## src/rtl/constants_pkg.sv

```systemverilog
// Shared widths, depths and feeder state encoding for the matrix core stream interface.
package constants_pkg;
    localparam int DATA_WIDTH        = 8;
    localparam int ACC_WIDTH         = 32;
    localparam int MAT_DIM           = 4;
    localparam int W_DEPTH           = MAT_DIM * MAT_DIM;
    localparam int X_DEPTH           = MAT_DIM;
    localparam int BUF_DEPTH         = W_DEPTH + X_DEPTH;
    localparam int BUF_ADDR_WIDTH    = 5;
    localparam int RESULT_ADDR_WIDTH = 2;

    typedef enum logic [2:0] {
        IDLE    = 3'd0,
        SEND_W  = 3'd1,
        SEND_X  = 3'd2,
        COLLECT = 3'd3,
        DONE    = 3'd4
    } feeder_state_t;
endpackage

```

## src/rtl/feeder_buf.sv

```systemverilog
// Host-loaded W/X word store: 20 entries, one write port, one combinational indexed read port.
module feeder_buf
    import constants_pkg::*;
(
    input  logic                      clk,
    input  logic                      wr_en,
    input  logic [BUF_ADDR_WIDTH-1:0] wr_addr,
    input  logic [DATA_WIDTH-1:0]     wr_data,
    input  logic [BUF_ADDR_WIDTH-1:0] rd_idx,
    output logic [DATA_WIDTH-1:0]     rd_word
);
    logic [DATA_WIDTH-1:0] mem [BUF_DEPTH];

    // Contents survive reset so a job can be re-run after an abort.
    always_ff @(posedge clk) begin
        if (wr_en && (wr_addr < BUF_ADDR_WIDTH'(BUF_DEPTH))) begin
            mem[wr_addr] <= wr_data;
        end
    end

    always_comb begin
        rd_word = '0;
        if (rd_idx < BUF_ADDR_WIDTH'(BUF_DEPTH)) begin
            rd_word = mem[rd_idx];
        end
    end
endmodule

```

## src/rtl/matrix_feeder.sv

```systemverilog
// Host-side feeder: streams 16 W words then 4 X words to the matrix core, then collects MAT_DIM results.
module matrix_feeder
    import constants_pkg::*;
#(
    parameter int TIMEOUT = 64
) (
    input  logic                         clk,
    input  logic                         rst,
    input  logic                         wr_en,
    input  logic [BUF_ADDR_WIDTH-1:0]    wr_addr,
    input  logic [DATA_WIDTH-1:0]        wr_data,
    input  logic                         start,
    output logic                         src_vld,
    output logic [DATA_WIDTH-1:0]        src_data,
    input  logic                         src_rdy,
    input  logic                         snk_vld,
    input  logic [ACC_WIDTH-1:0]         snk_data,
    output logic                         snk_rdy,
    input  logic [RESULT_ADDR_WIDTH-1:0] rd_addr,
    output logic [ACC_WIDTH-1:0]         rd_data,
    output logic                         busy,
    output logic                         done,
    output logic                         err
);
    localparam int TW = $clog2(TIMEOUT);

    feeder_state_t state, state_next;

    logic [BUF_ADDR_WIDTH-1:0]    widx;
    logic [BUF_ADDR_WIDTH-1:0]    rd_idx;
    logic [RESULT_ADDR_WIDTH-1:0] ridx;
    logic [TW-1:0]                tcnt;
    logic [ACC_WIDTH-1:0]         result [MAT_DIM];
    logic [DATA_WIDTH-1:0]        buf_word;
    logic                         src_fire, snk_fire;
    logic                         last_w, last_x, last_beat, timed_out;

    assign src_fire  = src_vld && src_rdy;
    assign snk_fire  = snk_vld && snk_rdy;
    assign last_w    = (widx == BUF_ADDR_WIDTH'(W_DEPTH - 1));
    assign last_x    = (widx == BUF_ADDR_WIDTH'(BUF_DEPTH - 1));
    assign last_beat = (ridx == RESULT_ADDR_WIDTH'(MAT_DIM - 1));
    assign timed_out = !snk_fire && (tcnt == TW'(TIMEOUT - 1));
    // Look one word ahead so the next word is ready the cycle after an accept.
    assign rd_idx    = (state == IDLE) ? '0 : widx + 1'b1;
    assign rd_data   = result[rd_addr];

    feeder_buf u_buf (
        .clk     (clk),
        .wr_en   (wr_en && (state == IDLE)),
        .wr_addr (wr_addr),
        .wr_data (wr_data),
        .rd_idx  (rd_idx),
        .rd_word (buf_word)
    );

    always_ff @(posedge clk) begin
        if (rst) state <= IDLE;
        else     state <= state_next;
    end

    always_comb begin
        state_next = state;
        case (state)
            IDLE:    if (start) state_next = SEND_W;
            SEND_W:  if (src_fire && last_w) state_next = SEND_X;
            SEND_X:  if (src_fire && last_x) state_next = COLLECT;
            COLLECT: if ((snk_fire && last_beat) || timed_out) state_next = DONE;
            DONE:    state_next = IDLE;
            default: state_next = IDLE;
        endcase
    end

    always_comb begin
        busy = (state != IDLE);
        done = (state == DONE);
    end

    always_ff @(posedge clk) begin
        if (rst) begin
            src_vld  <= 1'b0;
            src_data <= '0;
            snk_rdy  <= 1'b0;
            err      <= 1'b0;
            widx     <= '0;
            ridx     <= '0;
            tcnt     <= '0;
            for (int i = 0; i < MAT_DIM; i++) result[i] <= '0;
        end else begin
            case (state)
                IDLE: if (start) begin
                    err      <= 1'b0;
                    src_vld  <= 1'b1;
                    src_data <= buf_word;
                    widx     <= '0;
                    ridx     <= '0;
                    for (int i = 0; i < MAT_DIM; i++) result[i] <= '0;
                end
                SEND_W, SEND_X: if (src_fire) begin
                    if (last_x) begin
                        src_vld <= 1'b0;
                        snk_rdy <= 1'b1;
                        tcnt    <= '0;
                    end else begin
                        widx     <= widx + 1'b1;
                        src_data <= buf_word;
                    end
                end
                COLLECT: begin
                    if (snk_fire) begin
                        result[ridx] <= snk_data;
                        ridx         <= ridx + 1'b1;
                        tcnt         <= '0;
                        if (last_beat) snk_rdy <= 1'b0;
                    end else if (timed_out) begin
                        err     <= 1'b1;
                        snk_rdy <= 1'b0;
                    end else begin
                        tcnt <= tcnt + 1'b1;
                    end
                end
                default: ;
            endcase
        end
    end
endmodule

```

## config.mk

```make
export PLATFORM = sky130hd
export DESIGN_NAME = matrix_feeder
export DESIGN_NICKNAME = d
export VERILOG_FILES = /design/src/rtl/constants_pkg.sv /design/src/rtl/feeder_buf.sv /design/src/rtl/matrix_feeder.sv
export SDC_FILE = /design/constraint.sdc
export NUM_CORES = 1
export LEC_CHECK = 0
export ABC_AREA = 1
export CORE_MARGIN = 2
export CORE_UTILIZATION = 60
export CTS_CLUSTER_DIAMETER = 30
export DETAILED_ROUTE_END_ITERATION = 10
export PLACE_DENSITY = 0.83
export SLEW_MARGIN = 20
export SYNTH_ARGS = -nofsm -noshare
export SYNTH_HDL_FRONTEND = slang
export SYNTH_SLANG_ARGS = --single-unit
```

## constraint.sdc

```tcl
create_clock -name clk -period 3.6 [get_ports clk]
set_clock_uncertainty 0.1 [all_clocks]
set_input_delay 0.54 -clock clk [delete_from_list [all_inputs] [get_ports clk]]
set_output_delay 0.54 -clock clk [all_outputs]
set_load 0.02 [all_outputs]
```

==> results of run 1 <==
[flip-flops by register name, indices dropped and copies added, names as in the netlist]
signal	flops
ridx	2
src_vld	1
src_data	8
widx	5
snk_rdy	1
u_buf.mem	160
err	1
state	3
result	128
tcnt	6
[final timing paths]
| kind | slack, ns | to | start | cells after the start |
|---|---|---|---|---|
| max | 0.48 | rd_data[0] | rd_addr[0] | 6 |
| min | 0.35 | err$_SDFFE_PP0P_ | err$_SDFFE_PP0P_ | 2 |
| max reg2reg | 0.83 | u_buf.mem[8][5]$_DFFE_PP_ | state[0]$_SDFFE_PP0P_ | 6 |
| min reg2reg | 0.35 | err$_SDFFE_PP0P_ | err$_SDFFE_PP0P_ | 2 |
[layout make-up]
| cell class | count | area (sq um) |
|---|---|---|
| flip-flops and latches | 315 | 9190 |
| fillers | 1326 | 5480 |
| multi-input cells | 805 | 3640 |
| clock buffers | 54 | 1330 |
| repair buffers | 121 | 1170 |
| clock inverters | 40 | 420 |
| inverters | 100 | 378 |
| well taps | 280 | 350 |
[synthesized netlist by cell type, drive strengths merged, types with 2 or more instances]
library cell / count
a211oi: 3
a21oi: 30
a22oi: 2
buf: 27
clkbuf: 36
dfxtp: 27
edfxtp: 288
ha: 7
inv: 99
nand2: 176
nand3: 126
nand3b: 3
nand4: 4
nor2: 320
nor3: 12
o21ai: 85
o22ai: 32
xor2: 2
[power by group]
group	total, W	internal [W]	switching [W]
clock	0.00488	0.00304	0.00184
combinational	0.00259	0.000825	0.00177
sequential	0.00456	0.00441	0.000149
[cell families after synthesis]
kind of cell / after synthesis
adders and majority gates: 7
DFF: 315
xor gates and xnor gates: 2
and+or+nand+nor: 642
AOI/OAI and AO/OA: 154
buffers and inverters: 163
[per-stage QoR]
stage	cells	area (sq um)	hold slack (ns)	utilization (%)	power, W
2_1_floorplan	1283	13500	0.348	-	0.00635
3_3_place_gp	1621	14700	0.342	67.1	0.00705
3_5_place_dp	1621	14700	0.344	67.1	0.00714
4_1_cts	1715	16500	0.352	75.0	0.0120
5_1_grt	1715	16500	0.392	75.0	0.0125
6_report	1715	16500	0.348	75.0	0.0120
[worst register-to-register path, cell delays in order (launching register included)]
cell	delay, ns
sky130_fd_sc_hd__dfxtp_1	0.36
sky130_fd_sc_hd__nor2_4	0.14
sky130_fd_sc_hd__nand2_4	0.24
sky130_fd_sc_hd__buf_4	0.32
sky130_fd_sc_hd__nor2_1	0.31
sky130_fd_sc_hd__nand4_1	0.25
sky130_fd_sc_hd__nor2_1	0.67
[per-layer routing]
layer	share of wire (%)	track usage (%)
met5	0	0
met4	3.3	10.6
met3	9.1	4.57
met2	50	47.3
met1	37	33.2
[cells in the final DEF (no fill, tap or decap), types with 4 or more instances in the layout]
master                            synthesis  layout
sky130_fd_sc_hd__inv_1                   92      92
sky130_fd_sc_hd__buf_4                    9      22
sky130_fd_sc_hd__clkinvlp_4               0       8
sky130_fd_sc_hd__ha_1                     7       7
sky130_fd_sc_hd__nand2_1                170     170
sky130_fd_sc_hd__clkinv_4                 0       4
sky130_fd_sc_hd__a21oi_1                 22      22
sky130_fd_sc_hd__o21ai_0                 81      81
sky130_fd_sc_hd__dfxtp_1                 27      27
sky130_fd_sc_hd__clkdlybuf4s50_1          0      96
sky130_fd_sc_hd__nor2_1                 315     315
sky130_fd_sc_hd__edfxtp_1               288     288
sky130_fd_sc_hd__clkinv_1                 1       5
sky130_fd_sc_hd__clkbuf_16                0      53
sky130_fd_sc_hd__bufinv_16                0       4
sky130_fd_sc_hd__inv_8                    0       6
sky130_fd_sc_hd__o22ai_1                 32      32
sky130_fd_sc_hd__nand4_1                  4       4
sky130_fd_sc_hd__nand2_2                  4       4
sky130_fd_sc_hd__nor3_1                  12      12
sky130_fd_sc_hd__inv_6                    0      11
sky130_fd_sc_hd__inv_2                    6       6
sky130_fd_sc_hd__a21oi_2                  8       8
sky130_fd_sc_hd__nand3_1                125     125
==> results_tabular.tex, run 1 <==
\begin{tabular}{lr}
\hline
Metric & Value \\
\hline
\multicolumn{2}{l}{\textbf{Outcome}} \\
Result of the run & finished, final reports clean \\
\multicolumn{2}{l}{\textbf{Pwr}} \\
Power density of the placed cells & 730 nW/um\^{}2 \\
IR Drop Worst-Case VDD & 526 uV \\
Lkg Pwr & 6.45 nW \\
\multicolumn{2}{l}{\textbf{Global routing}} \\
Pin count of the biggest net entering global routing & 70 \\
Via count of the first global-routing pass & 9,891 \\
Initial antenna violation count & 0 \\
First-pass GRT wire length & 50.0 mm \\
Residual overflow from global routing & 0 \\
Combined global-route utilization of all metal layers & 26.8\% \\
\multicolumn{2}{l}{\textbf{Setup path}} \\
Kind of cell with the highest combined delay on the critical path & buffers and inverters \\
Critical path startpoint category & input port \\
Max stage delay on crit path & 0.58 ns \\
CP max-delay cell & sky130\_fd\_sc\_hd\_\_clkinv\_1 \\
Worst setup path category & in2out \\
Critical path required time & around 3.0 ns \\
Bufs and invs on worst path & 4 \\
Kind of end point of the critical path & output port \\
Crit path DAT & 2.48 ns \\
Max FO, Critical Path & 27 \\
Cells along the critical path & buf\_2 -> clkinv\_1 -> buf\_12 -> o21ai\_0 -> o22ai\_1 -> clkdlybuf4s50\_1 \\
\multicolumn{2}{l}{\textbf{Clocking}} \\
Maximum count of clock buffers along a single path & 3 \\
CTS Buf Count & 51 \\
TritonCTS clock tree & yes \\
Root buffer selected by CTS & sky130\_fd\_sc\_hd\_\_clkbuf\_16 \\
Number of sinks handled by clock tree synthesis & 315 \\
Number of gates given a new drive strength after cts & 0 \\
Clock network latency to the later pin of the worst-skew pair & 0.54 ns \\
H-tree depth & 2 \\
Post-CTS clock slew at the launch and capture registers of the worst setup and hold paths & 0.06 ns \\
Cts-stage hold buffer count & 0 \\
Number of setup buffers added after CTS & 0 \\
\multicolumn{2}{l}{\textbf{Min path}} \\
Path class of the lowest-slack min-delay path & reg2reg \\
\multicolumn{2}{l}{\textbf{Yosys}} \\
Adder-cell share of the synthesized area & 0.647\% \\
EDFF count, synth & about 290 \\
Leading cell types by total area after synthesis & sky130\_fd\_sc\_hd\_\_edfxtp\_1 (64\%), sky130\_fd\_sc\_hd\_\_nor2\_1 (8.7\%), sky130\_fd\_sc\_hd\_\_nand2\_1 (4.7\%) \\
Cell taking the most area after synthesis & sky130\_fd\_sc\_hd\_\_edfxtp\_1 \\
Total of warnings raised by yosys & 0 \\
Combinational family with the most area after synthesis & simple AND/OR/NAND/NOR gates \\
Synthesized instance count & 1,283 \\
Sequential share of the synthesized area & between 60\% and 70\% \\
Compound-cell area share of the yosys netlist & 6.38\% \\
Share of synthesized area spent on multiplexers & 0\% \\
Synthesized-area fraction occupied by and/or/nand/nor cells & 19.7\% \\
Share of Yosys cell area claimed by the top area cell type & 63.9\% \\
XOR/XNOR share of the synthesized area & less than 1\% \\
Number of storage elements in the synthesis netlist & between 300 and 400 \\
Post-Syn Area per Cell & 10.6 sq um \\
Synthesized Nets & 1,343 \\
FFs w/ async S/R, synth & 0\% \\
Post-synthesis cell area & 13,500 sq um \\
Distinct cell type count after synthesis & 38 \\
Synth Flop Type & sky130\_fd\_sc\_hd\_\_edfxtp\_1 \\
\multicolumn{2}{l}{\textbf{Timing}} \\
Max Slew Vio Count & 0 \\
Slew at the pin with the worst max-slew slack & between 0.9 and 1 ns \\
Slew HR & between 30\% and 40\% \\
Post-Route Setup TNS & 0 ns \\
Maximum clock rate & 320 MHz \\
Final clock period utilization by the worst path & between 80\% and 90\% \\
Final hold violation count & 0 \\
Number of failing setup endpoints in the final timing report & 0 \\
Final worst-path setup slack & $\sim$0.48 ns \\
Post-layout minimum cycle time & about 3.1 ns \\
RSZ-0062 raised after global routing & no \\
\multicolumn{2}{l}{\textbf{Routing}} \\
Drt first-iter violations & 1,052 \\
Routed WL & 32.0 mm \\
Post-route ant nets & 0 \\
Per-cell via count in the routed design & 5.77 \\
Average wire per cell in the routed design & 18.6 um \\
Vias post-DR & 9,901 \\
Number of optimization iterations in the first detailed-route pass & 8 \\
Number of remaining DRC errors & 0 \\
\multicolumn{2}{l}{\textbf{Finish}} \\
Share of post-route cells with drive strength above 1 & 9.90\% \\
Ant. Diodes & 0 \\
Synthesis-to-layout area growth & 21.7\% \\
Final \#Nets & 1,454 \\
\multicolumn{2}{l}{\textbf{Placement}} \\
Routability cong. & $\sim$0.87 \\
Post-placement setup slack & 0.511 ns \\
Buffers added on ports & 97 \\
Placed wire-length estimate after detailed placement & 18.5 mm \\
\multicolumn{2}{l}{\textbf{Floorplanning}} \\
Floorplan die area & 23,800 sq um \\
Die boundary height & 154 um \\
Initial Util & 61.7\% \\
Number of top-level design ports & 98 \\
Die Wd & 154 um \\
Core region area & 22,000 sq um \\
Number of cell rows & 54 \\
\multicolumn{2}{l}{\textbf{Flow run}} \\
Maximum capacitance violations & 0 \\
\hline
\end{tabular}
Power figures use the tool's default switching activity.
==> run 2, diff against run 1 <==
--- a/config.mk
+++ b/config.mk
@@ -11,7 +11,7 @@
 export CTS_CLUSTER_DIAMETER = 30
 export DETAILED_ROUTE_END_ITERATION = 10
 export PLACE_DENSITY = 0.83
-export SLEW_MARGIN = 20
+export SLEW_MARGIN = 5
 export SYNTH_ARGS = -nofsm -noshare
 export SYNTH_HDL_FRONTEND = slang
 export SYNTH_SLANG_ARGS = --single-unit
==> results of run 2 <==
Final layout, timing and power as in run 1 (identical DEF).
